**config.mk**
```make
export PLATFORM = sky130hd
export DESIGN_NAME = unified_mem_arbiter_flat
export DESIGN_NICKNAME = d
export VERILOG_FILES = /design/src/rtl/unified_mem_arbiter_pkg.sv /design/src/rtl/unified_mem_arbiter_if.sv /design/src/rtl/unified_mem_arbiter_rr_arb2.sv /design/src/rtl/unified_mem_arbiter.sv /design/src/flat_wrapper.sv
export SDC_FILE = /design/constraint.sdc
export NUM_CORES = 1
export LEC_CHECK = 0
export ABC_AREA = 0
export BUFFER_PORTS_ARGS = -buffer_cell sky130_fd_sc_hd__buf_2
export CORE_AREA = 2 2 118 120
export CTS_CLUSTER_SIZE = 28
export DETAILED_ROUTE_END_ITERATION = 16
export DIE_AREA = 0 0 120 122
export PLACE_DENSITY = 0.55
export SLEW_MARGIN = 20
export SYNTH_ARGS = -nofsm -noshare
export SYNTH_HDL_FRONTEND = slang
export SYNTH_SLANG_ARGS = --single-unit
```
**constraint.sdc**
```tcl
create_clock -name clk -period 4 [get_ports clk]
set_clock_uncertainty 0.15 [all_clocks]
set_input_delay 1 -clock clk [delete_from_list [all_inputs] [get_ports clk]]
set_output_delay 1 -clock clk [all_outputs]
set_load 0.05 [all_outputs]
```
**src/rtl/unified_mem_arbiter_pkg.sv**
```systemverilog
// Shared types for the unified memory arbiter: owner/state encodings,
// port indices and a state-to-owner helper.
package mem_arb_pkg;

   typedef enum logic [1:0] {
      OWN_NONE,
      OWN_CORE,
      OWN_DBG
   } owner_e;

   typedef enum logic [1:0] {
      IDLE,
      OWN_CORE_S,
      OWN_DBG_S
   } arb_state_e;

   localparam int PORT_CORE = 0;
   localparam int PORT_DBG  = 1;

   function automatic owner_e to_owner(input arb_state_e s);
      owner_e o;
      case (s)
         OWN_CORE_S: o = OWN_CORE;
         OWN_DBG_S:  o = OWN_DBG;
         default:    o = OWN_NONE;
      endcase
      return o;
   endfunction

endpackage

```
**src/rtl/unified_mem_arbiter_if.sv**
```systemverilog
// One requester port of the unified memory arbiter: request/grant
// handshake, write data and the routed read-return path.
interface mem_port_if
   import mem_arb_pkg::*;
#(
   parameter int AW = 32,
   parameter int DW = 32
);
   logic          req;
   logic          we;
   logic          lock;
   logic [AW-1:0] addr;
   logic [DW-1:0] wdata;
   logic          gnt;
   logic          rvalid;
   logic [DW-1:0] rdata;

   modport master (
      output req, we, lock, addr, wdata,
      input  gnt, rvalid, rdata
   );

   modport slave (
      input  req, we, lock, addr, wdata,
      output gnt, rvalid, rdata
   );
endinterface

```
**src/rtl/unified_mem_arbiter_rr_arb2.sv**
```systemverilog
// Two-request pick: round-robin against the last grant, or fixed
// core priority when rr_en is low.
module rr_arb2
   import mem_arb_pkg::*;
(
   input  logic [1:0] req,
   input  logic       last,
   input  logic       rr_en,
   output logic [1:0] gnt
);
   always_comb begin
      gnt = req;
      if (&req) begin
         gnt = '0;
         if (rr_en && last == 1'(PORT_CORE))
            gnt[PORT_DBG] = 1'b1;
         else
            gnt[PORT_CORE] = 1'b1;
      end
   end
endmodule

```
**src/rtl/unified_mem_arbiter.sv**
```systemverilog
// Arbitrates the single-port unified memory between the core and the
// debug master, with bounded lock ownership and tagged read return.
module unified_mem_arbiter
   import mem_arb_pkg::*;
#(
   parameter int AW       = 32,
   parameter int DW       = 32,
   parameter int LOCK_MAX = 8,
   parameter int RR_EN    = 1
) (
   input  logic          clk,
   input  logic          reset,
   mem_port_if.slave     core,
   mem_port_if.slave     dbg,
   output logic [AW-1:0] mem_addr,
   output logic [DW-1:0] mem_wdata,
   output logic          mem_we,
   input  logic [DW-1:0] mem_rdata,
   output owner_e        owner
);
   localparam int CW = $clog2(LOCK_MAX + 1);

   arb_state_e    state, state_n;
   logic [CW-1:0] lock_cnt, cnt_n, cnt_inc;
   logic          last_gnt, last_n;
   owner_e        rd_tag, tag_n;
   logic [1:0]    req, pick, gnt;
   logic          own_dbg, x_req, x_lock;

   assign req = {dbg.req, core.req};

   rr_arb2 u_rr (
      .req   (req),
      .last  (last_gnt),
      .rr_en (1'(RR_EN)),
      .gnt   (pick)
   );

   assign own_dbg = (state == OWN_DBG_S);
   assign x_req   = own_dbg ? dbg.req  : core.req;
   assign x_lock  = own_dbg ? dbg.lock : core.lock;
   assign cnt_inc = (lock_cnt == CW'(LOCK_MAX)) ? lock_cnt
                                                : lock_cnt + 1'b1;

   always_comb begin
      gnt     = pick;
      state_n = state;
      cnt_n   = lock_cnt;
      last_n  = last_gnt;
      tag_n   = OWN_NONE;
      case (state)
         IDLE: begin
            cnt_n = '0;
            // With LOCK_MAX = 1 the first grant already exhausts the lock
            if (pick[PORT_CORE] && core.lock) begin
               cnt_n = CW'(1);
               if (LOCK_MAX > 1) state_n = OWN_CORE_S;
            end else if (pick[PORT_DBG] && dbg.lock) begin
               cnt_n = CW'(1);
               if (LOCK_MAX > 1) state_n = OWN_DBG_S;
            end
         end
         OWN_CORE_S, OWN_DBG_S: begin
            gnt          = '0;
            gnt[own_dbg] = x_req;
            if (!x_req) begin
               state_n = IDLE;
            end else begin
               cnt_n = cnt_inc;
               if (!x_lock || cnt_inc == CW'(LOCK_MAX))
                  state_n = IDLE;
            end
         end
         default: state_n = IDLE;
      endcase
      if (gnt[PORT_CORE]) begin
         last_n = 1'(PORT_CORE);
         if (!core.we) tag_n = OWN_CORE;
      end else if (gnt[PORT_DBG]) begin
         last_n = 1'(PORT_DBG);
         if (!dbg.we) tag_n = OWN_DBG;
      end
   end

   always_comb begin
      mem_addr  = core.addr;
      mem_wdata = core.wdata;
      mem_we    = 1'b0;
      if (gnt[PORT_CORE]) begin
         mem_we = core.we;
      end else if (gnt[PORT_DBG]) begin
         mem_addr  = dbg.addr;
         mem_wdata = dbg.wdata;
         mem_we    = dbg.we;
      end
   end

   always_ff @(posedge clk) begin
      if (reset) begin
         state    <= IDLE;
         owner    <= OWN_NONE;
         lock_cnt <= '0;
         last_gnt <= 1'(PORT_DBG);
         rd_tag   <= OWN_NONE;
      end else begin
         state    <= state_n;
         owner    <= to_owner(state_n);
         lock_cnt <= cnt_n;
         last_gnt <= last_n;
         rd_tag   <= tag_n;
      end
   end

   assign core.gnt    = gnt[PORT_CORE];
   assign dbg.gnt     = gnt[PORT_DBG];
   assign core.rvalid = (rd_tag == OWN_CORE);
   assign dbg.rvalid  = (rd_tag == OWN_DBG);
   assign core.rdata  = mem_rdata;
   assign dbg.rdata   = mem_rdata;
endmodule

```
**src/flat_wrapper.sv**
```systemverilog
// flat-port wrapper written by rule: the top's interface ports become plain ports
module unified_mem_arbiter_flat import mem_arb_pkg::*;
#(
   parameter int AW       = 32,
   parameter int DW       = 32,
   parameter int LOCK_MAX = 8,
   parameter int RR_EN    = 1
)
  (clk, reset, mem_addr, mem_wdata, mem_we, mem_rdata, owner, core_req, core_we, core_lock, core_addr, core_wdata, core_gnt, core_rvalid, core_rdata, dbg_req, dbg_we, dbg_lock, dbg_addr, dbg_wdata, dbg_gnt, dbg_rvalid, dbg_rdata);
  mem_port_if #(.AW(AW), .DW(DW)) core_i ();
  mem_port_if #(.AW(AW), .DW(DW)) dbg_i ();
  input  logic clk;
  input  logic reset;
  output logic [AW-1:0] mem_addr;
  output logic [DW-1:0] mem_wdata;
  output logic mem_we;
  input  logic [DW-1:0] mem_rdata;
  output owner_e owner;
  input wire logic [$bits(core_i.req)-1:0] core_req;
  input wire logic [$bits(core_i.we)-1:0] core_we;
  input wire logic [$bits(core_i.lock)-1:0] core_lock;
  input wire logic [$bits(core_i.addr)-1:0] core_addr;
  input wire logic [$bits(core_i.wdata)-1:0] core_wdata;
  output wire logic [$bits(core_i.gnt)-1:0] core_gnt;
  output wire logic [$bits(core_i.rvalid)-1:0] core_rvalid;
  output wire logic [$bits(core_i.rdata)-1:0] core_rdata;
  input wire logic [$bits(dbg_i.req)-1:0] dbg_req;
  input wire logic [$bits(dbg_i.we)-1:0] dbg_we;
  input wire logic [$bits(dbg_i.lock)-1:0] dbg_lock;
  input wire logic [$bits(dbg_i.addr)-1:0] dbg_addr;
  input wire logic [$bits(dbg_i.wdata)-1:0] dbg_wdata;
  output wire logic [$bits(dbg_i.gnt)-1:0] dbg_gnt;
  output wire logic [$bits(dbg_i.rvalid)-1:0] dbg_rvalid;
  output wire logic [$bits(dbg_i.rdata)-1:0] dbg_rdata;
  assign core_i.req = core_req;
  assign core_i.we = core_we;
  assign core_i.lock = core_lock;
  assign core_i.addr = core_addr;
  assign core_i.wdata = core_wdata;
  assign core_gnt = core_i.gnt;
  assign core_rvalid = core_i.rvalid;
  assign core_rdata = core_i.rdata;
  assign dbg_i.req = dbg_req;
  assign dbg_i.we = dbg_we;
  assign dbg_i.lock = dbg_lock;
  assign dbg_i.addr = dbg_addr;
  assign dbg_i.wdata = dbg_wdata;
  assign dbg_gnt = dbg_i.gnt;
  assign dbg_rvalid = dbg_i.rvalid;
  assign dbg_rdata = dbg_i.rdata;
  unified_mem_arbiter #(.AW(AW), .DW(DW), .LOCK_MAX(LOCK_MAX), .RR_EN(RR_EN)) u_core (.clk(clk), .reset(reset), .core(core_i), .dbg(dbg_i), .mem_addr(mem_addr), .mem_wdata(mem_wdata), .mem_we(mem_we), .mem_rdata(mem_rdata), .owner(owner));
endmodule
```
**Word level (Yosys, flattened, before mapping)**

Index checks and enable logic that the tools add are counted.

- $add $sub $neg: 1
- Eq/ne operators: 9
- Reductions and logical operators: 11
- Order comparisons: 2
- Bitwise logic cells: 1
- Muxes and demuxes: 31

Operators with widths:

| operator | count |
|---|---|
| $mux 32 | 4 |
| $mux 2 | 9 |
| $mux 4 | 3 |
| $mux 1 | 11 |
| $eq 4x4->1 const B | 2 |
| $pmux 2 s2 | 2 |
| $pmux 4 s2 | 1 |
| $eq 2x1->1 const B | 3 |
| $eq 2x2->1 const B | 3 |
| $add 4x1->4 const B | 1 |
| $reduce_and 2->1 | 2 |
| $reduce_bool 2->1 | 2 |
| $logic_and 1x1->1 | 3 |
| $and 2x2->2 | 1 |
| $logic_not 2->1 | 1 |
| $lt 1x2->1 const B | 1 |
| $ne 2x1->1 const B | 1 |
| $reduce_or 2->1 | 1 |
| $demux 1 s1 | 1 |
| $ge 1x1->1 const B | 1 |
| $logic_not 1->1 | 1 |
| $logic_or 1x1->1 | 1 |

- Word-level logic and storage cells: 60
- Input port bits: 168
- Register bits: 11
- Output and inout port bits: 135

**Logic depth before layout (Yosys ltp)**

- Depth in word-level cells: 9
- Depth in mapped cells: 9

**Hierarchy**

From an unflattened synthesis, not the netlist that was laid out.

- Cell total of the unflattened synthesis: 220
- Area, all modules: 2204.6 um^2

Modules (own cells, without submodules):

| module | cells each | instances | sequential area each (um^2) | area each (um^2) |
|---|---|---|---|---|
| unified_mem_arbiter | 216 | 1 | 220.2 | 2174.6 |
| rr_arb2 | 4 | 1 | 0.0 | 30.0 |

**Worst setup path after synthesis**

No wires, ideal clock.

- Path type: input to output
- From: input core_req
- To: output mem_wdata[22]
- Data arrival time: 2.395 ns
- Slack: 0.455 ns
- Buffers on the path: 1
- Stages: 6
- Required time: 2.850 ns
- Cells stage by stage: nand2_1 > o211ai_1 > inv_2 > clkbuf_1 > nand2_1 > nand2_1

- Word-level cells in the longest chain between the ends: 5

RTL lines:

| item | line | source |
|---|---|---|
| from (decl) | flat_wrapper.sv:19 | `input wire logic [$bits(core_i.req)-1:0] core_req;` |
| $reduce_and 2->1 or $mux 1 (tied branches) | unified_mem_arbiter_rr_arb2.sv:13, unified_mem_arbiter.sv:40 |  |
| $mux 2 or $and 2x2->2 (tied branches) | n/a |  |
| $mux 2 (*) | unified_mem_arbiter.sv:51 | `case (state)` |
| named net dbg_gnt | flat_wrapper.sv:32 | `output wire logic [$bits(dbg_i.gnt)-1:0] dbg_gnt;` |
| $mux 32 (*) | unified_mem_arbiter.sv:91 | `end else if (gnt[PORT_DBG]) begin` |
| $mux 32 (*) | unified_mem_arbiter.sv:89 | `if (gnt[PORT_CORE]) begin` |
| to (decl) | flat_wrapper.sv:15 | `output logic [DW-1:0] mem_wdata;` |

Mark *: on every way through the listed nets, which the timed path passes. The rest lies on a longest branch.

**Final worst setup path**

- From: register u_core.state[0]
- To: output mem_addr[0]

- Word-level cells in the longest chain between the ends: 9

RTL lines:

| item | line | source |
|---|---|---|
| from (decl) | unified_mem_arbiter.sv:23 | `arb_state_e state, state_n;` |
| from (signal assigned) | unified_mem_arbiter.sv:106 | `state <= state_n;` |
| $eq 2x2->1 | unified_mem_arbiter.sv:39, unified_mem_arbiter.sv:51 |  |
| $lt 1x2->1 (not written as such) or $ge 1x1->1 (tied branches) | unified_mem_arbiter.sv:65 | `gnt[own_dbg] = x_req;` |
| $logic_and 1x1->1 (not written as such) | unified_mem_arbiter.sv:65 |  |
| $mux 1 (not written as such) | unified_mem_arbiter.sv:65 |  |
| $demux 1 s1 | n/a |  |
| $and 2x2->2 (no source line) | n/a |  |
| $mux 2 (*) | unified_mem_arbiter.sv:51 |  |
| $mux 32 | unified_mem_arbiter.sv:91 |  |
| $mux 32 (*) | unified_mem_arbiter.sv:89 |  |
| to (decl) | flat_wrapper.sv:14 | `output logic [AW-1:0] mem_addr;` |

Every way passes the cells marked *; elsewhere a longest branch is shown, timed or not.

==> summary.txt <==
Cells and area
  – Final nets: 664
  – Fillers: 1579
  – Core Util, Final: 20.7%
  – Ratio of cells with drive above 1 in the final layout: 44.5%
  – Area Overhead vs Synth: 43.0%

Critical path
  – Critical Path Source Type: register
  – Data arrival time of the critical path: 2.47 ns
  – Critical Path RT: 2.85 ns
  – CP Capture Type: primary output
  – Worst r2r src: u_core.lock_cnt[0]
  – CP startpoint: u_core.state[0]
  – Cell Chain, Critical Path: inv_1 > ha_1 > o211ai_1 > buf_4 > nand2_1 > nand2_1 > buf_2
  – R2R Path End: u_core.owner[0]
  – R2r setup slk: 1.84 ns
  – CP max-delay cell: ha_1
  – CP most frequent cell: nand2_1
  – Slowest stage delay, CP: 0.46 ns
  – Critical Setup Path Class: register to primary output
  – R2R depth: 7
  – Critical Path Fanout Max: 40

Yosys
  – Warnings from Yosys: 0
  – Post-synth top cells: nand2_1 (199), buf_4 (64), clkbuf_1 (15)
  – Post-synth EDFFs: 0
  – Post-synth top area cell: nand2_1
  – Area contributors post-synth: nand2_1 (38%), buf_4 (25%), dfxtp_1 (11%), ha_1 (3.2%), clkbuf_1 (2.9%)
  – Ys flop type: dfxtp_1
  – Synthesized Nets: 529
  – Most frequent cell after synthesis: nand2_1
  – Async SR Flop Fraction: 0%
  – Post-Synthesis Cells: 356
  – Yosys top cell area share: 38.3%
  – Distinct cells, synth: 32
  – Synth Register Bits: 11
  – Seq/Total Area, Yosys: 11.3%
  – Post-Syn Area: 1950 um^2
  – Synth Area per Inst: 5.48 um^2

Pwr
  – Total power: 0.000997 W
  – Switch Pwr: 0.000569 W
  – Switch share: 57.1%
  – Clock power frac: 18.4%
  – PD cells: 357 nW/um^2
  – Int Pwr: 0.000427 W
  – Combinational cell fraction of total power: 69.2%
  – Maximum vdd drop: 0.134 mV
  – Cell leakage power: 1.72 nW
  – Flop pwr share: 12.4%

Clocking
  – Clock buffer count from CTS: 3
  – Clk slew on worst S/H paths: 0.04 ns
  – Num Clock Sinks: 11
  – Clock Path Buffers: 2
  – Post_cts resized: 0
  – Root Buffer: clkbuf_16
  – Hold buffers post-CTS: 0
  – Clock latency on the worst-skew pair: 0.24 ns
  – CTS tree: yes
  – Post-CTS setup buffers: 0
  – # H-tree levels: 1

Timing
  – Setup_tns: 0 ns
  – Endpoints failing setup: 0
  – Final Max Tran Viols: 0
  – Final worst setup slack: 0.377 ns
  – Fin. Hold Viols: 0
  – Fmax achieved: 276 MHz
  – RSZ-0062 raised after global routing: no
  – Crit path time final: 3.62 ns
  – Slew headroom: 73.7%
  – Worst-Margin Slew: 0.394 ns
  – Fin crit share: 90.6%

Detailed routing
  – Drt first pass iters: 4
  – Wire per inst: 10.8 um
  – Via Count: 2583
  – Starting DRC count in detailed routing: 72
  – ANT nets after route: 0
  – DRC violation count after routing: 0
  – Via density per instance: 3.85
  – Total Wirelength: 7230 um

GRT
  – Grt ovf: 0
  – Initial antenna violation count: 2
  – Vias in the first global route: 2235
  – Global-route wire length before repair: 10400 um
  – Total GRT Usage: 8.75%
  – Largest net degree at the start of global routing: 41

Worst hold path
  – Hold Path Origin: u_core.lock_cnt[3]
  – Hold Crit Class: register to register
  – Hold path endpoint: u_core.lock_cnt[3]
  – Hold path cells: 2

Floorplanning
  – Core area: 13500 um^2
  – Starting Density: 14.5%
  – Die area: 14600 um^2
  – Site row count: 43
  – Die H: 122 um
  – I/O pin cnt: 303
  – Die span in x: 120 um

Placed design
  – IO Port Bufs: 206
  – Pre-CTS setup slack: 0.419 ns
  – Detailed placement HPWL: 6010 um
  – Routability cong.: 0.828

Outcome
  – Outcome: complete, no violations

Flow run
  – MaxCap Viol Count: 0
[registers in the layout, summed over array words and instances (netlist names)]
signal,flops
u_core.last_gnt,1
u_core.lock_cnt,4
u_core.owner,2
u_core.rd_tag,2
u_core.state,2
[metrics by stage]
step	instances	area, um^2	hold slack, ns
floorplan	356	1950	0.344
global placement	666	2710	0.378
detailed placement	666	2710	0.382
CTS	670	2790	0.390
global route	670	2790	0.407
finish	671	2790	0.390
[power by group through the flow]
stage / registers, W / logic [W] / clock network [W]
after floorplan: 0.000128 / 0.000665 / 0
after global placement: 0.000125 / 0.000695 / 0
after detailed placement: 0.000125 / 0.000694 / 0
after CTS: 0.000123 / 0.000697 / 0.000186
after global routing: 0.000124 / 0.000741 / 0.000195
final: 0.000123 / 0.000690 / 0.000184
[how the worst max path moves through the flow]
stage	cells past startpoint	endpoint
6_report	7	mem_addr[0]
5_1_grt	8	mem_wdata[7]
4_1_cts	9	mem_addr[26]
3_5_place_dp	7	mem_wdata[7]
3_3_place_gp	7	mem_wdata[8]
2_1_floorplan	6	mem_wdata[22]
[cells in the final DEF, fill, tap and decap left out, drive strengths merged, types with 3 or more instances in the layout]
master  count
buf       210
nand2     200
dfxtp      11
inv         7
nand3       6
o21ai       5
nor2        5
ha          5
clkbuf      4
nand2b      3
nor2b       3
or3         3
a21oi       3
nor3        3
[cells by family after synthesis]
family / share of synthesized area [%]
simple gates: 47.7
buf+inv: 29.0
compound gates: 7.76
flops: 11.3
fa+ha+maj: 3.21
xor+xnor: 0.449
mux: 0.577
[final cells by class]
cell class / instances / area (um^2) / area share [%]
sequential: 11 / 220 / 7.89
inverter: 7 / 26.3 / 0.941
tap: 180 / 225 / 8.07
antenna: 1 / 2.50 / 0.0896
clock buffer: 4 / 78.8 / 2.82
timing repair buffer: 210 / 1070 / 38.5
multi-input combinational: 258 / 1160 / 41.7
[layer usage]
| metal | up-vias | track usage, % | routed length (um) |
|---|---|---|---|
| met5 | - | 0 | 13 |
| met4 | 2 | 2.94 | 153 |
| met3 | 21 | 3.56 | 967 |
| met2 | 182 | 14.1 | 3210 |
| met1 | 1066 | 10.6 | 2880 |
| li1 | 1312 | - | - |
[worst max-delay path, delay by kind of cell, from the launching register on]
family                     cells  cell delay [ns]
adders and majority gates      1             0.46
buffers and inverters          3             0.78
DFF                            1             0.41
and+or+nand+nor                2             0.20
AOI/OAI and AO/OA              1             0.35
Power figures use the tool's default switching activity.
